`src/rtl/btn_ctrl_pkg.sv`:
```
// Shared constants for the push-button input conditioner.
// Button indices, button count and default timing parameters.

package btn_ctrl_pkg;

  localparam int NUM_BTN = 3;

  localparam int BTN_EN  = 0;
  localparam int BTN_DIR = 1;
  localparam int BTN_RST = 2;

  localparam int DEF_SAMPLE_DIV_W = 16;
  localparam int DEF_DB_DEPTH     = 4;
  localparam int DEF_LONG_TICKS   = 64;

  typedef enum logic [1:0] {
    BTN_IDX_EN  = 2'd0,
    BTN_IDX_DIR = 2'd1,
    BTN_IDX_RST = 2'd2
  } btn_idx_e;

  // Bits needed to hold a count from 0 to n inclusive.
  function automatic int cnt_w(input int n);
    int w;
    w = 1;
    while ((1 << w) <= n) begin
      w = w + 1;
    end
    return w;
  endfunction

endpackage

```
`src/rtl/btn_debounce_pulse.sv`:
```
// One button lane: 2-flop sync, tick-sampled debounce, armed edge accept, 1-clk pulse.
// Ports: clk, rst (sync, active-high), tick_i, btn_i -> stable_o, press_o, pulse_o.

module btn_debounce_pulse
  import btn_ctrl_pkg::*;
#(
  parameter int DB_DEPTH = DEF_DB_DEPTH
) (
  input  logic clk,
  input  logic rst,
  input  logic tick_i,
  input  logic btn_i,
  output logic stable_o,
  output logic press_o,
  output logic pulse_o
);

  logic                s1_q;
  logic                s2_q;
  logic [DB_DEPTH-1:0] db_q;
  logic [DB_DEPTH-1:0] db_d;
  logic                stable_q;
  logic                stable_d;
  logic                prev_q;
  logic                armed_q;
  logic                armed_d;
  logic                pulse_q;
  logic                all1;
  logic                all0;
  logic                press;

  always_comb begin
    db_d = db_q;
    if (tick_i) begin
      db_d = {db_q[DB_DEPTH-2:0], s2_q};
    end
  end

  assign all1 = &db_d;
  assign all0 = ~|db_d;

  always_comb begin
    stable_d = stable_q;
    if (tick_i && all1) begin
      stable_d = 1'b1;
    end else if (tick_i && all0) begin
      stable_d = 1'b0;
    end
  end

  // Accept only the first cycle of a debounced rise, and only once
  // the lane has actually seen a debounced release since reset.
  assign press = stable_q & ~prev_q & armed_q;

  // Arming needs an observed all-zero history, so a button held
  // through reset stays disarmed until it is really released.
  always_comb begin
    armed_d = armed_q;
    if (press) begin
      armed_d = 1'b0;
    end else if (tick_i && all0) begin
      armed_d = 1'b1;
    end
  end

  always_ff @(posedge clk) begin
    if (rst) begin
      s1_q     <= 1'b0;
      s2_q     <= 1'b0;
      db_q     <= '0;
      stable_q <= 1'b0;
      prev_q   <= 1'b0;
      armed_q  <= 1'b0;
      pulse_q  <= 1'b0;
    end else begin
      s1_q     <= btn_i;
      s2_q     <= s1_q;
      db_q     <= db_d;
      stable_q <= stable_d;
      prev_q   <= stable_q;
      armed_q  <= armed_d;
      pulse_q  <= press;
    end
  end

  assign stable_o = stable_q;
  assign press_o  = press;
  assign pulse_o  = pulse_q;

endmodule

```
`src/rtl/btn_ctrl_input.sv`:
```
// Push-button conditioner: prescaled sample tick, three debounce lanes, en/dir toggles.
// Ports: clk, rst (sync, active-high), btn_en_i, btn_dir_i, btn_rst_i ->
//   en, dir, en_pulse, dir_pulse, rst_req. Option macro BTN_LONGPRESS_EN adds long-press reset.

module btn_ctrl_input
  import btn_ctrl_pkg::*;
#(
  parameter int SAMPLE_DIV_W = DEF_SAMPLE_DIV_W,
  parameter int DB_DEPTH     = DEF_DB_DEPTH,
  parameter int LONG_TICKS   = DEF_LONG_TICKS
) (
  input  logic clk,
  input  logic rst,
  input  logic btn_en_i,
  input  logic btn_dir_i,
  input  logic btn_rst_i,
  output logic en,
  output logic dir,
  output logic en_pulse,
  output logic dir_pulse,
  output logic rst_req
);

  logic [SAMPLE_DIV_W-1:0] div_q;
  logic                    tick;
  logic [NUM_BTN-1:0]      btn_raw;
  logic [NUM_BTN-1:0]      stable;
  logic [NUM_BTN-1:0]      press;
  logic [NUM_BTN-1:0]      pulse;
  logic                    en_q;
  logic                    dir_q;
  logic                    long_req;
  logic                    unused_sig;

  always_ff @(posedge clk) begin
    if (rst) begin
      div_q <= '0;
    end else begin
      div_q <= div_q + SAMPLE_DIV_W'(1);
    end
  end

  assign tick = &div_q;

  always_comb begin
    btn_raw          = '0;
    btn_raw[BTN_EN]  = btn_en_i;
    btn_raw[BTN_DIR] = btn_dir_i;
    btn_raw[BTN_RST] = btn_rst_i;
  end

  for (genvar g = 0; g < NUM_BTN; g++) begin : g_lane
    btn_debounce_pulse #(
      .DB_DEPTH (DB_DEPTH)
    ) u_lane (
      .clk      (clk),
      .rst      (rst),
      .tick_i   (tick),
      .btn_i    (btn_raw[g]),
      .stable_o (stable[g]),
      .press_o  (press[g]),
      .pulse_o  (pulse[g])
    );
  end

  // Toggle on the accept cycle so the level flips on the
  // same edge that raises the matching pulse.
  always_ff @(posedge clk) begin
    if (rst) begin
      en_q  <= 1'b0;
      dir_q <= 1'b0;
    end else begin
      en_q  <= en_q ^ press[BTN_EN];
      dir_q <= dir_q ^ press[BTN_DIR];
    end
  end

`ifdef BTN_LONGPRESS_EN
  localparam int LW = cnt_w(LONG_TICKS);

  logic [LW-1:0] long_cnt_q;
  logic          long_q;

  // Counts ticks of continuous en hold; fires once when the
  // count lands on LONG_TICKS, then sits saturated until release.
  always_ff @(posedge clk) begin
    if (rst) begin
      long_cnt_q <= '0;
      long_q     <= 1'b0;
    end else begin
      long_q <= 1'b0;
      if (!stable[BTN_EN]) begin
        long_cnt_q <= '0;
      end else if (tick && (long_cnt_q != LW'(LONG_TICKS))) begin
        long_cnt_q <= long_cnt_q + LW'(1);
        long_q     <= (long_cnt_q == LW'(LONG_TICKS - 1));
      end
    end
  end

  assign long_req = long_q;
`else
  assign long_req = 1'b0;
`endif

  assign unused_sig = ^{stable, press[BTN_RST], (LONG_TICKS > 0)};

  assign en        = en_q;
  assign dir       = dir_q;
  assign en_pulse  = pulse[BTN_EN];
  assign dir_pulse = pulse[BTN_DIR];
  assign rst_req   = pulse[BTN_RST] | long_req;

endmodule

```
`config.mk`:
```
export PLATFORM = sky130hd
export DESIGN_NAME = btn_ctrl_input
export DESIGN_NICKNAME = d
export VERILOG_FILES = /design/src/rtl/btn_ctrl_pkg.sv /design/src/rtl/btn_debounce_pulse.sv /design/src/rtl/btn_ctrl_input.sv
export SDC_FILE = /design/constraint.sdc
export NUM_CORES = 1
export LEC_CHECK = 0
export ABC_AREA = 1
export CAP_MARGIN = 20
export CORE_MARGIN = 10
export CORE_UTILIZATION = 55
export DETAILED_ROUTE_END_ITERATION = 10
export HOLD_SLACK_MARGIN = 0.02
export PLACE_DENSITY = 0.74
export SLEW_MARGIN = 10
export SYNTH_ARGS = -nofsm -noshare
export SYNTH_HDL_FRONTEND = slang
export SYNTH_SLANG_ARGS = --single-unit
```
`constraint.sdc`:
```
create_clock -name clk -period 2.35 [get_ports clk]
set_clock_uncertainty 0.2 [all_clocks]
set_input_delay 0.47 -clock clk [delete_from_list [all_inputs] [get_ports clk]]
set_output_delay 0.47 -clock clk [all_outputs]
set_load 0.01 [all_outputs]
```
==> metrics.yaml <==
outcome: "finished clean"
top_layer: "met4"
crit_required_ns: 1.68
crit_path_cell_trace: "clkdlybuf4s50_1"
met3WireLength_um: 130
ys_types: 24
htreeDepth: 2
drc: 0
drive_gt1_frac: 0.124
vias: 1490
rows: 21
root_buffer: "clkbuf_4"
finalSetupViolations: 0
grt.overflow.total: 0
critPathKind: "flip-flop to output pin"
drt-wirelength-per-cell_um: 9.95
clock-sinks: 47
critical_path.top_delay_family: "buffers and inverters"
grt_setup_unrepaired: "false"
cap_viol_max_count: 0
crit_path_max_fanout: 3
arrival_ns: 1.27
antenna_found_initial: 0
slew_violations: 0
hold_violations: 0
synth_area_um2: 1940
clk_pin_slew_ns: 0.13
postSynthCellCount: 254
clk_latency_ns: 0.35
wl_met1_mm: 1.60
instances_no_fill: 313
clockPowerShare: 0.400
setup-tns-final_ns: 0
ctsResizeCount: 0
grt_pass1_vias: 1411
holdWs_ns: 0.210
max_stage_delay_ns: 0.55
fp.dieW_um: 79.3
die_y_um: 79.3
start_kind: "flip-flop"
grt_pass1_wl_mm: 5.95
first_iter_violations: 95
slowest_stage: "clkdlybuf4s50_1"
cp-end-kind: "output pin"
intPower_w: 0.00116
synth_warnings: 0
ant_nets: 0
ys_seq_area_frac: 0.486
finish.net_count: 272
grt_usage: 0.117
p_sw_frac: 0.190
drtPass1Iterations: 4
dp_cells: 305
ir_drop_uv: 413
critPathBufInv: 1
hpwl_mm: 2.29
synth_nets: 260
holdCritPathClass: "flip-flop to flip-flop"
p_leak_nw: 0.937
synth_seq_cells: 47
period_minus_slack_ns: 1.94
tightest_slew_ns: 0.421
area_growth_pct: 11.4
wl_met2_mm: 1.36
grt_max_degree: 33
maxSlewHeadroom: 0.717
io_pins: 10
p_seq_frac: 0.568
post_cts_buffers: 0
cts_buffer_depth: 2
design.core.area_um2: 3360
place_congestion: 0.777
vias_per_cell: 4.76
cts_tree: "yes"
wl_mm: 3.12
portBuffers: 9
ctsHoldBuffers: 0
switching_power_w: 0.000273
combPwrFrac: 0.031
powerDensity_nw_per_um2: 664
antenna_cells: 0
max_freq_ghz: 0.516
cts_buffers: 5
synth.avg_cell_area_um2: 7.63
start_util: 0.576
finalCritPeriodShare: 0.825
dieArea_um2: 6290
==> logic make-up after synthesis <==
kind of cell               count (synthesis)  share of synthesized area
xor gates and xnor gates                   2                    0.00905
and+or+nand+nor                          132                      0.322
buffers and inverters                     40                     0.0859
AOI/OAI and AO/OA                         32                     0.0911
DFF                                       47                      0.486
adders and majority gates                  1                    0.00646
==> through the flow <==
| step | total power (W) | setup WS, ns | utilization | instance area, um2 |
|---|---|---|---|---|
| 6_report | 0.00143 | 0.412 | 0.642 | 2160 |
| 5_1_grt | 0.00149 | 0.290 | 0.642 | 2160 |
| 4_1_cts | 0.00145 | 0.378 | 0.642 | 2160 |
| 3_5_place_dp | 0.000879 | 0.465 | 0.612 | 2060 |
| 3_3_place_gp | 0.000878 | 0.507 | 0.612 | 2060 |
| 2_1_floorplan | 0.000858 | 0.650 | - | 1940 |
==> power by group through the flow <==
stage	Combinational [W]	Sequential (W)	Clock, W
6_report	0.0000447	0.000815	0.000574
3_3_place_gp	0.0000452	0.000833	0
5_1_grt	0.0000537	0.000818	0.000623
3_5_place_dp	0.0000462	0.000833	0
2_1_floorplan	0.0000244	0.000833	0
4_1_cts	0.0000462	0.000815	0.000590
==> final cells by class <==
cell class                 count  area, um2
multi-input combinational    167        830
timing repair buffer          10       97.6
fill                         330       1200
sequential                    47        941
clock buffer                   6       41.3
inverter                      35        131
clock inverter                 2       60.1
tap                           46       57.6
==> worst paths after layout <==
kind | endpoint | start | slack, ns | cells after the start
hold / removal | g_lane[2].u_lane.s2_q$_SDFF_PP0_ | g_lane[2].u_lane.s1_q$_SDFF_PP0_ | 0.21 | 2
hold reg to reg | g_lane[2].u_lane.s2_q$_SDFF_PP0_ | g_lane[2].u_lane.s1_q$_SDFF_PP0_ | 0.21 | 2
setup reg to reg | g_lane[2].u_lane.stable_o$_SDFFE_PP0P_ | div_q[0]$_SDFF_PP0_ | 0.52 | 11
setup / recovery | dir | dir$_SDFF_PP0_ | 0.41 | 1
==> sequential cells by signal, summed over array words and instances, names as in the netlist <==
register                flops
g_lane.u_lane.s2_q          3
g_lane.u_lane.pulse_o       3
div_q                      16
g_lane.u_lane.prev_q        3
g_lane.u_lane.stable_o      3
dir                         1
g_lane.u_lane.armed_q       3
g_lane.u_lane.s1_q          3
en                          1
g_lane.u_lane.db_q         11
==> cell usage after synthesis <==
cell type	n	area [um2]
a21oi_2	3	26.3
nor2_8	1	20.0
o21ai_0	6	30.0
inv_2	1	3.75
nor3_2	1	10.0
nand4_1	3	18.8
nor2_1	37	139
ha_1	1	12.5
nand2_4	5	56.3
nand3_1	8	40.0
inv_1	34	128
dfxtp_1	47	941
nand2_1	55	206
a21oi_1	19	95.1
buf_12	1	20.0
o21ai_1	2	10.0
nor2_2	5	31.3
clkbuf_1	4	15.0
xor2_1	2	17.5
nor3_1	8	40.0
nor2_4	1	11.3
or2_2	1	6.26
a211oi_1	2	15.0
nand2_2	7	43.8
==> tightest hold or removal path, stage by stage, from the launching register on <==
cell	delay, ns
dfxtp_1	0.32
inv_1	0.04
nor2_1	0.03
==> layout by cell type (no fill, tap or decap), drive strengths merged <==
| cell type | synthesis | layout |
|---|---|---|
| dfxtp | 47 | 47 |
| o21ai | 8 | 8 |
| or2 | 1 | 1 |
| clkbuf | 4 | 6 |
| ha | 1 | 1 |
| nor3 | 9 | 9 |
| nand3 | 8 | 8 |
| nand4 | 3 | 3 |
| a21oi | 22 | 22 |
| bufinv | 0 | 2 |
| clkdlybuf4s50 | 0 | 9 |
| a211oi | 2 | 2 |
| nor2 | 44 | 44 |
| nand2 | 67 | 67 |
| inv | 35 | 35 |
| xor2 | 2 | 2 |
| buf | 1 | 1 |
==> metal layers <==
metal	global-route usage	vias to the layer above
li1	-	813
met5	0	-
met3	0.0439	4
met1	0.142	652
met4	0.0376	0
met2	0.185	21
(Power assumes the default switching activity.)
